File: config.mk
export PLATFORM = sky130hd
export DESIGN_NAME = fetch_stage
export DESIGN_NICKNAME = d
export VERILOG_FILES = /design/src/rtl/fetch_pkg.sv /design/src/rtl/fetch_btb.sv /design/src/rtl/fetch_stage.sv
export SDC_FILE = /design/constraint.sdc
export NUM_CORES = 1
export LEC_CHECK = 0
export BUFFER_PORTS_ARGS = -buffer_cell sky130_fd_sc_hd__buf_2
export CORE_UTILIZATION = 51
export CTS_CLUSTER_DIAMETER = 200
export DETAILED_ROUTE_END_ITERATION = 7
export PLACE_DENSITY_LB_ADDON = 0.3
export SLEW_MARGIN = 10
export SYNTH_ARGS = -nofsm -noshare
export SYNTH_HDL_FRONTEND = slang
export SYNTH_HIERARCHICAL = 1
export SYNTH_SLANG_ARGS = --single-unit
File: constraint.sdc
create_clock -name clk -period 9.3 [get_ports clk]
set_input_delay 1.395 -clock clk [delete_from_list [all_inputs] [get_ports clk]]
set_output_delay 1.395 -clock clk [all_outputs]
set_load 0.03 [all_outputs]
File: src/rtl/fetch_pkg.sv
// fetch_pkg: shared types and constants for the RV32I instruction-fetch stage.
// Provides the canonical NOP encoding and the IF/ID pipeline bundle.
package fetch_pkg;

   localparam int XLEN = 32;

   // addi x0, x0, 0
   localparam logic [31:0] NOP_INSTR = 32'h0000_0013;

   typedef struct packed {
      logic            valid;
      logic [XLEN-1:0] instr;
      logic [XLEN-1:0] pc;
      logic [XLEN-1:0] pc_plus4;
      logic            pred_taken;
      logic [XLEN-1:0] pred_target;
   } if_id_t;

   // Bundle value held after reset and after a flush.
   function automatic if_id_t if_id_bubble();
      if_id_t b;
      b             = '0;
      b.instr       = NOP_INSTR;
      return b;
   endfunction

endpackage

File: src/rtl/fetch_btb.sv
// fetch_btb: direct-mapped branch target buffer, combinational lookup.
// Ports: clk, rst (async, active-high); lookup_pc_i -> hit_o, target_o;
//        upd_valid_i/upd_pc_i/upd_taken_i/upd_target_i write at the edge.
module fetch_btb
   import fetch_pkg::*;
#(
   parameter int ADDR_WIDTH = 32,
   parameter int ENTRIES    = 16
) (
   input  logic                  clk,
   input  logic                  rst,
   input  logic [ADDR_WIDTH-1:0] lookup_pc_i,
   output logic                  hit_o,
   output logic [ADDR_WIDTH-1:0] target_o,
   input  logic                  upd_valid_i,
   input  logic [ADDR_WIDTH-1:0] upd_pc_i,
   input  logic                  upd_taken_i,
   input  logic [ADDR_WIDTH-1:0] upd_target_i
);

   localparam int IDX   = $clog2(ENTRIES);
   localparam int TAG_W = ADDR_WIDTH - IDX - 2;

   logic [ENTRIES-1:0]    valid_q;
   logic [ENTRIES-1:0]    valid_d;
   logic [TAG_W-1:0]      tag_mem [ENTRIES];
   logic [ADDR_WIDTH-1:0] tgt_mem [ENTRIES];

   logic [IDX-1:0]   rd_idx;
   logic [IDX-1:0]   wr_idx;
   logic [TAG_W-1:0] rd_tag;
   logic [TAG_W-1:0] wr_tag;
   logic             wr_en;

   always_comb begin
      rd_idx   = lookup_pc_i[IDX+1:2];
      rd_tag   = lookup_pc_i[ADDR_WIDTH-1:IDX+2];
      hit_o    = valid_q[rd_idx] && (tag_mem[rd_idx] == rd_tag);
      target_o = tgt_mem[rd_idx];

      wr_idx   = upd_pc_i[IDX+1:2];
      wr_tag   = upd_pc_i[ADDR_WIDTH-1:IDX+2];
      wr_en    = upd_valid_i && upd_taken_i;

      valid_d  = valid_q;
      if (wr_en) begin
         valid_d[wr_idx] = 1'b1;
      end else if (upd_valid_i && (tag_mem[wr_idx] == wr_tag)) begin
         // Only drop the entry if it belongs to this branch.
         valid_d[wr_idx] = 1'b0;
      end
   end

   always_ff @(posedge clk or posedge rst) begin
      if (rst) valid_q <= '0;
      else     valid_q <= valid_d;
   end

   // Payload needs no reset: it is qualified by valid_q.
   always_ff @(posedge clk) begin
      if (wr_en && !rst) begin
         tag_mem[wr_idx] <= wr_tag;
         tgt_mem[wr_idx] <= upd_target_i;
      end
   end

endmodule

File: src/rtl/fetch_stage.sv
// fetch_stage: PC register, next-PC selection and IF/ID register.
// Ports: clk, rst (async, active-high); imem_addr/imem_rdata to I-mem;
//        stall_i, redirect_i/redirect_pc_i from hazard/EX; bru_* BTB
//        update; id_* IF/ID outputs. Define BTB_EN to add the BTB.
module fetch_stage
   import fetch_pkg::*;
#(
   parameter int                    DATA_WIDTH  = 32,
   parameter int                    ADDR_WIDTH  = 32,
   parameter logic [ADDR_WIDTH-1:0] RESET_PC    = 32'h0000_0000,
   parameter int                    BTB_ENTRIES = 16
) (
   input  logic                  clk,
   input  logic                  rst,
   output logic [ADDR_WIDTH-1:0] imem_addr,
   input  logic [DATA_WIDTH-1:0] imem_rdata,
   input  logic                  stall_i,
   input  logic                  redirect_i,
   input  logic [ADDR_WIDTH-1:0] redirect_pc_i,
   input  logic                  bru_valid_i,
   input  logic [ADDR_WIDTH-1:0] bru_pc_i,
   input  logic                  bru_taken_i,
   input  logic [ADDR_WIDTH-1:0] bru_target_i,
   output logic                  id_valid_o,
   output logic [DATA_WIDTH-1:0] id_instr_o,
   output logic [ADDR_WIDTH-1:0] id_pc_o,
   output logic [ADDR_WIDTH-1:0] id_pc_plus4_o,
   output logic                  id_pred_taken_o,
   output logic [ADDR_WIDTH-1:0] id_pred_target_o
);

   logic [ADDR_WIDTH-1:0] pc_q;
   logic [ADDR_WIDTH-1:0] pc_d;
   logic [ADDR_WIDTH-1:0] pc_plus4;
   logic [ADDR_WIDTH-1:0] next_pc;
   if_id_t                if_id_q;
   if_id_t                if_id_d;
   logic                  btb_hit;
   logic [ADDR_WIDTH-1:0] btb_target;

`ifdef BTB_EN
   fetch_btb #(
      .ADDR_WIDTH (ADDR_WIDTH),
      .ENTRIES    (BTB_ENTRIES)
   ) u_btb (
      .clk          (clk),
      .rst          (rst),
      .lookup_pc_i  (pc_q),
      .hit_o        (btb_hit),
      .target_o     (btb_target),
      .upd_valid_i  (bru_valid_i),
      .upd_pc_i     (bru_pc_i),
      .upd_taken_i  (bru_taken_i),
      .upd_target_i (bru_target_i)
   );
`else
   logic unused_bru;
   assign unused_bru = ^{bru_valid_i, bru_pc_i, bru_taken_i,
                         bru_target_i, 32'(BTB_ENTRIES)};
   assign btb_hit    = 1'b0;
   assign btb_target = '0;
`endif

   always_comb begin
      // Natural wrap at 2^ADDR_WIDTH.
      pc_plus4 = pc_q + ADDR_WIDTH'(4);
      next_pc  = btb_hit ? btb_target : pc_plus4;

      pc_d     = pc_q;
      if_id_d  = if_id_q;

      if (redirect_i) begin
         pc_d    = {redirect_pc_i[ADDR_WIDTH-1:2], 2'b00};
         if_id_d = if_id_bubble();
      end else if (!stall_i) begin
         pc_d                = next_pc;
         if_id_d.valid       = 1'b1;
         if_id_d.instr       = imem_rdata;
         if_id_d.pc          = pc_q;
         if_id_d.pc_plus4    = pc_plus4;
         if_id_d.pred_taken  = btb_hit;
         if_id_d.pred_target = next_pc;
      end
   end

   always_ff @(posedge clk or posedge rst) begin
      if (rst) begin
         pc_q    <= RESET_PC;
         if_id_q <= if_id_bubble();
      end else begin
         pc_q    <= pc_d;
         if_id_q <= if_id_d;
      end
   end

   assign imem_addr        = pc_q;
   assign id_valid_o       = if_id_q.valid;
   assign id_instr_o       = if_id_q.instr;
   assign id_pc_o          = if_id_q.pc;
   assign id_pc_plus4_o    = if_id_q.pc_plus4;
   assign id_pred_taken_o  = if_id_q.pred_taken;
   assign id_pred_target_o = if_id_q.pred_target;

endmodule

# Word-level counts from Yosys, hierarchy flattened
# Index checks and enable logic that the tools add are counted.
[classes]
addsub = 1
multipliers = 0
div_mod_pow = 0
n_lt_le_gt_ge = 0
n_eq_ne = 1
shift = 0
mux = 4
n_bitwise = 0
reduce_logical = 0
[op_table]
columns = ["cell", "n"]
rows = [
  ["$mux W130", 2],
  ["$mux W32", 2],
  ["$add A32 B3 Y32 const B", 1],
  ["$ne A2 B1 Y1 const B", 1],
]
[word_totals]
register_bits = 162
latch_bits = 0
mem_bits_rw = 0
rom_bits = 0
in_bits = 134
output_inout_bits = 162
word_cells = 13
memories = 0

# Depth between registers and ports, before layout
[depth]
word_depth = 3
mapped_depth = 7
depth_no_buf = 5

# Least setup slack after synthesis
# Ideal clock, no wire load.
[synth_timing]
path_kind = "input to register"
startpoint = "input port stall_i"
endpoint = "register if_id_q (netlist bit id_pc_o[20])"
setup_ps = 132
arrival_time_ps = 2558
t_required_ps = 9168
slack_ps = 6610
path_stages = 5
n_path_buf = 3
path_cell_list = "buf_2 clkbuf_1 buf_1 mux2i_1 nor2_1"
[synth_via]
elab_chain_len = 1
[synth_rtl]
columns = ["element", "line", "rtl"]
rows = [
  ["start: declaration", "fetch_stage.sv:17", "input logic stall_i,"],
  ["$ne A2 B1 Y1 (no line)", "-", ""],
  ["end signal: assignment", "fetch_stage.sv:89", "if_id_q <= if_id_bubble();"],
  ["end signal: assignment", "fetch_stage.sv:92", "if_id_q <= if_id_d;"],
  ["end: declaration", "fetch_stage.sv:36", "if_id_t if_id_q;"],
]
# No other way between the ends.
# A chain may end at the register's enable or synchronous reset.

# Worst setup path after layout
[layout_timing]
startpoint = "input port stall_i"
endpoint = "register pc_q[30] (netlist: imem_addr[30])"
[layout_via]
elab_chain_len = 1
[layout_rtl]
columns = ["element", "line", "rtl"]
rows = [
  ["$ne A2 B1 Y1 (no line)", "-", ""],
  ["end signal: assignment", "fetch_stage.sv:91", "pc_q <= pc_d;"],
  ["end: declaration", "fetch_stage.sv:32", "logic [ADDR_WIDTH-1:0] pc_q;"],
]
# No other way between the ends.

==> run metrics <==
Period minus WS final=3.41 ns; antenna fix cells=0; PD cells=202 mW/mm^2; Vias=5,682; Worst EP required=9.60 ns; pre-CTS WS=5.52 ns; Critical Path End Type=flip-flop; arrival time at the worst endpoint=3.71 ns; first-pass GRT wire length=27,000 um; setup bufs post-CTS=0; router iterations before antenna repair=5; complex-gate fraction of the synthesized area=0.111; post-synthesis async set-or-reset flop share=1.00; die height=115 um; Synth Area in Simple Gates=0.195; #FFs+latches synth=124; die area=0.0131 mm^2; final non-filler cell total=1,005; Avg Vias per Cell=5.65; Seq/Total Area, Yosys=0.481; Worst Path Class, Setup=input port to flip-flop; Worst Min Path Start=id_valid_o; Peak supply drop=0.104 mV; TritonCTS clock tree=done; worst hold path type=flip-flop to flip-flop; Worst Setup Start Kind=input port; final net count=959; top_reg_cell synth=dfrtp_1; clk_skew=0.00783 ns; average size of a mapped cell=9.62 um^2; drt wl/cell=16.9 um; total track usage=0.267; slowest stage delay, CP=0.79 ns; Gate Count Post-Synth=671; crit-path most repeated cell=buf_4; CTS H-tree depth=4; final core occ=0.649; RSZ-0062 raised after global routing=no; Remaining Overflow, GRT=0; io pins=296; vias in the first global route=5,369; Clock transition at path regs=0.05 ns; most frequent cells in the layout=buf_2 (222), dfrtp_1 (121), nor2_1 (110); Max Fclk=293 MHz; RR Startpoint=imem_addr[2]; Starting Density=0.531; mux contribution to synthesized area=0.0837; worst-path cell chain=buf_4, buf_4, nor2b_1, and3_1, and4_1, o31a_1; Area Growth Syn to Fin=22.2%; row count=40; Ys Warns=6; post_cts resized=0; initial antenna violation count=0; post-synth cell types=55; largest net degree at the start of global routing=98; CP max FO=66; Slew HR=0.360; period utilization=0.367; Hold Fails Final Rpt=0; CP startpoint=stall_i; max-cap violations=0; CORE AREA=0.0122 mm^2; clock sinks=124; Cell Area, Synth=0.00645 mm^2; main combinational cell family by area after synthesis=simple AND/OR/NAND/NOR gates; Post-Route WL=17,000 um; outcome=completed; DRC viols=0; setup violators final=0; critical path's slowest cell=buf_4; Inst Count DP=973; LEAKAGE=0.00392 uW; fin worst setup slack=5.89 ns; commonest non-fill, non-tap cell in the layout=buf_2; worst-case clock buffer depth=2; CTS Hold Buffers Added=0; die width=115 um; worst skew pair latency=0.42 ns; RePlAce Congestion=0.841; fin. max-slew vios=0; total CTS buffers=17; area share of xor/xnor cells in the synthesized design=0.0326; Post-synth EDFFs=0; Fillers=1,018; drt initial violations=372; Worst-Margin Slew=0.961 ns; layout cells sized above 1=0.320; Antenna Nets Post-Route=0; Fin Setup TNS=0 ns; IO buf count=224; clock root buffer=clkbuf_16; post-synthesis adder-cell area fraction=0.00194; DPL Wire Length=11,600 um
flip-flops by register name, summed over array words and instances (netlist names):
| signal | cells |
|---|---|
| id_instr_o | 32 |
| id_pc_o | 31 |
| id_pc_plus4_o | 30 |
| imem_addr | 30 |
| id_valid_o | 1 |
kinds of logic after synthesis:
logic type / after synthesis
other cells: 1
buf+inv: 110
flops: 124
mux: 54
compound gates: 101
xor+xnor: 24
simple gates: 256
fa+ha+maj: 1
cells in the mapped netlist (2+ instances only):
cell type | number | area [um^2]
xnor2_1 | 21 | 184
o31a_1 | 4 | 35.0
o21ai_0 | 18 | 90.1
o2111a_1 | 2 | 22.5
inv_1 | 13 | 48.8
nor4_1 | 14 | 87.6
buf_4 | 42 | 315
nand2_1 | 40 | 150
buf_1 | 7 | 26.3
a21oi_1 | 16 | 80.1
and4_1 | 7 | 61.3
nor2_1 | 110 | 413
mux2i_1 | 54 | 541
dfstp_2 | 3 | 78.8
a31oi_1 | 11 | 68.8
buf_6 | 2 | 22.5
nand4_1 | 11 | 68.8
clkbuf_1 | 31 | 116
o41ai_1 | 2 | 17.5
a311oi_1 | 11 | 96.3
xor2_1 | 3 | 26.3
nand4b_1 | 2 | 17.5
nand3_1 | 19 | 95.1
a311o_1 | 3 | 30.0
o41a_1 | 2 | 22.5
and2_1 | 2 | 12.5
and3_1 | 7 | 43.8
a211oi_1 | 8 | 60.1
dfrtp_1 | 121 | 3030
nor2b_1 | 3 | 18.8
a2111oi_0 | 3 | 26.3
nand3b_1 | 2 | 15.0
o31ai_1 | 13 | 97.6
buf_2 | 14 | 70.1
or4_1 | 14 | 105
nor3_1 | 11 | 55.1
or3_1 | 3 | 18.8
nand2b_1 | 5 | 31.3
final timing paths:
check / end / slack, ns / cells after the start
max: imem_addr[30] / 5.89 / 6
min: id_valid_o / 0.48 / 1
max reg2reg: imem_addr[30] / 6.65 / 5
min reg2reg: id_valid_o / 0.48 / 1
max in group asynchronous: id_pc_plus4_o[13] / 6.92 / 3
min in group asynchronous: id_instr_o[3] / 1.19 / 2
stage by stage:
step                power [uW]  hold WS, ns  cell area [um^2]
finish                    1600        0.480              7890
global route              1660        0.510              7890
CTS                       1600        0.484              7890
detailed placement         931        0.472              7280
global placement           923        0.455              7280
floorplan                  853        0.602              6460
critical path, delay by kind of cell:
family	cells	cell delay (ns)
simple gates	3	0.78
compound gates	1	0.23
buf+inv	2	1.22
layout make-up:
class	count	area, um^2	share of cell area
Sequential cell	124	3110	0.394
Multi-Input combinational cell	439	2750	0.349
Timing Repair Buffer	228	1160	0.147
Clock buffer	26	529	0.0671
Tap cell	168	210	0.0266
Clock inverter	6	80.1	0.0101
Inverter	14	55.1	0.00698
routing by layer:
| layer | vias up | routed length [um] | GRT usage | share of wire |
|---|---|---|---|---|
| li1 | 2641 | - | - | - |
| met5 | - | 0 | 0 | 0 |
| met3 | 31 | 1190 | 0.0625 | 0.070 |
| met2 | 257 | 8190 | 0.429 | 0.48 |
| met4 | 0 | 337 | 0.114 | 0.020 |
| met1 | 2753 | 7320 | 0.347 | 0.43 |
power breakdown:
group          internal [uW]  switching [uW]
registers                579            48.4
logic                   90.9             203
clock network            443             232
(Power assumes the default switching activity.)
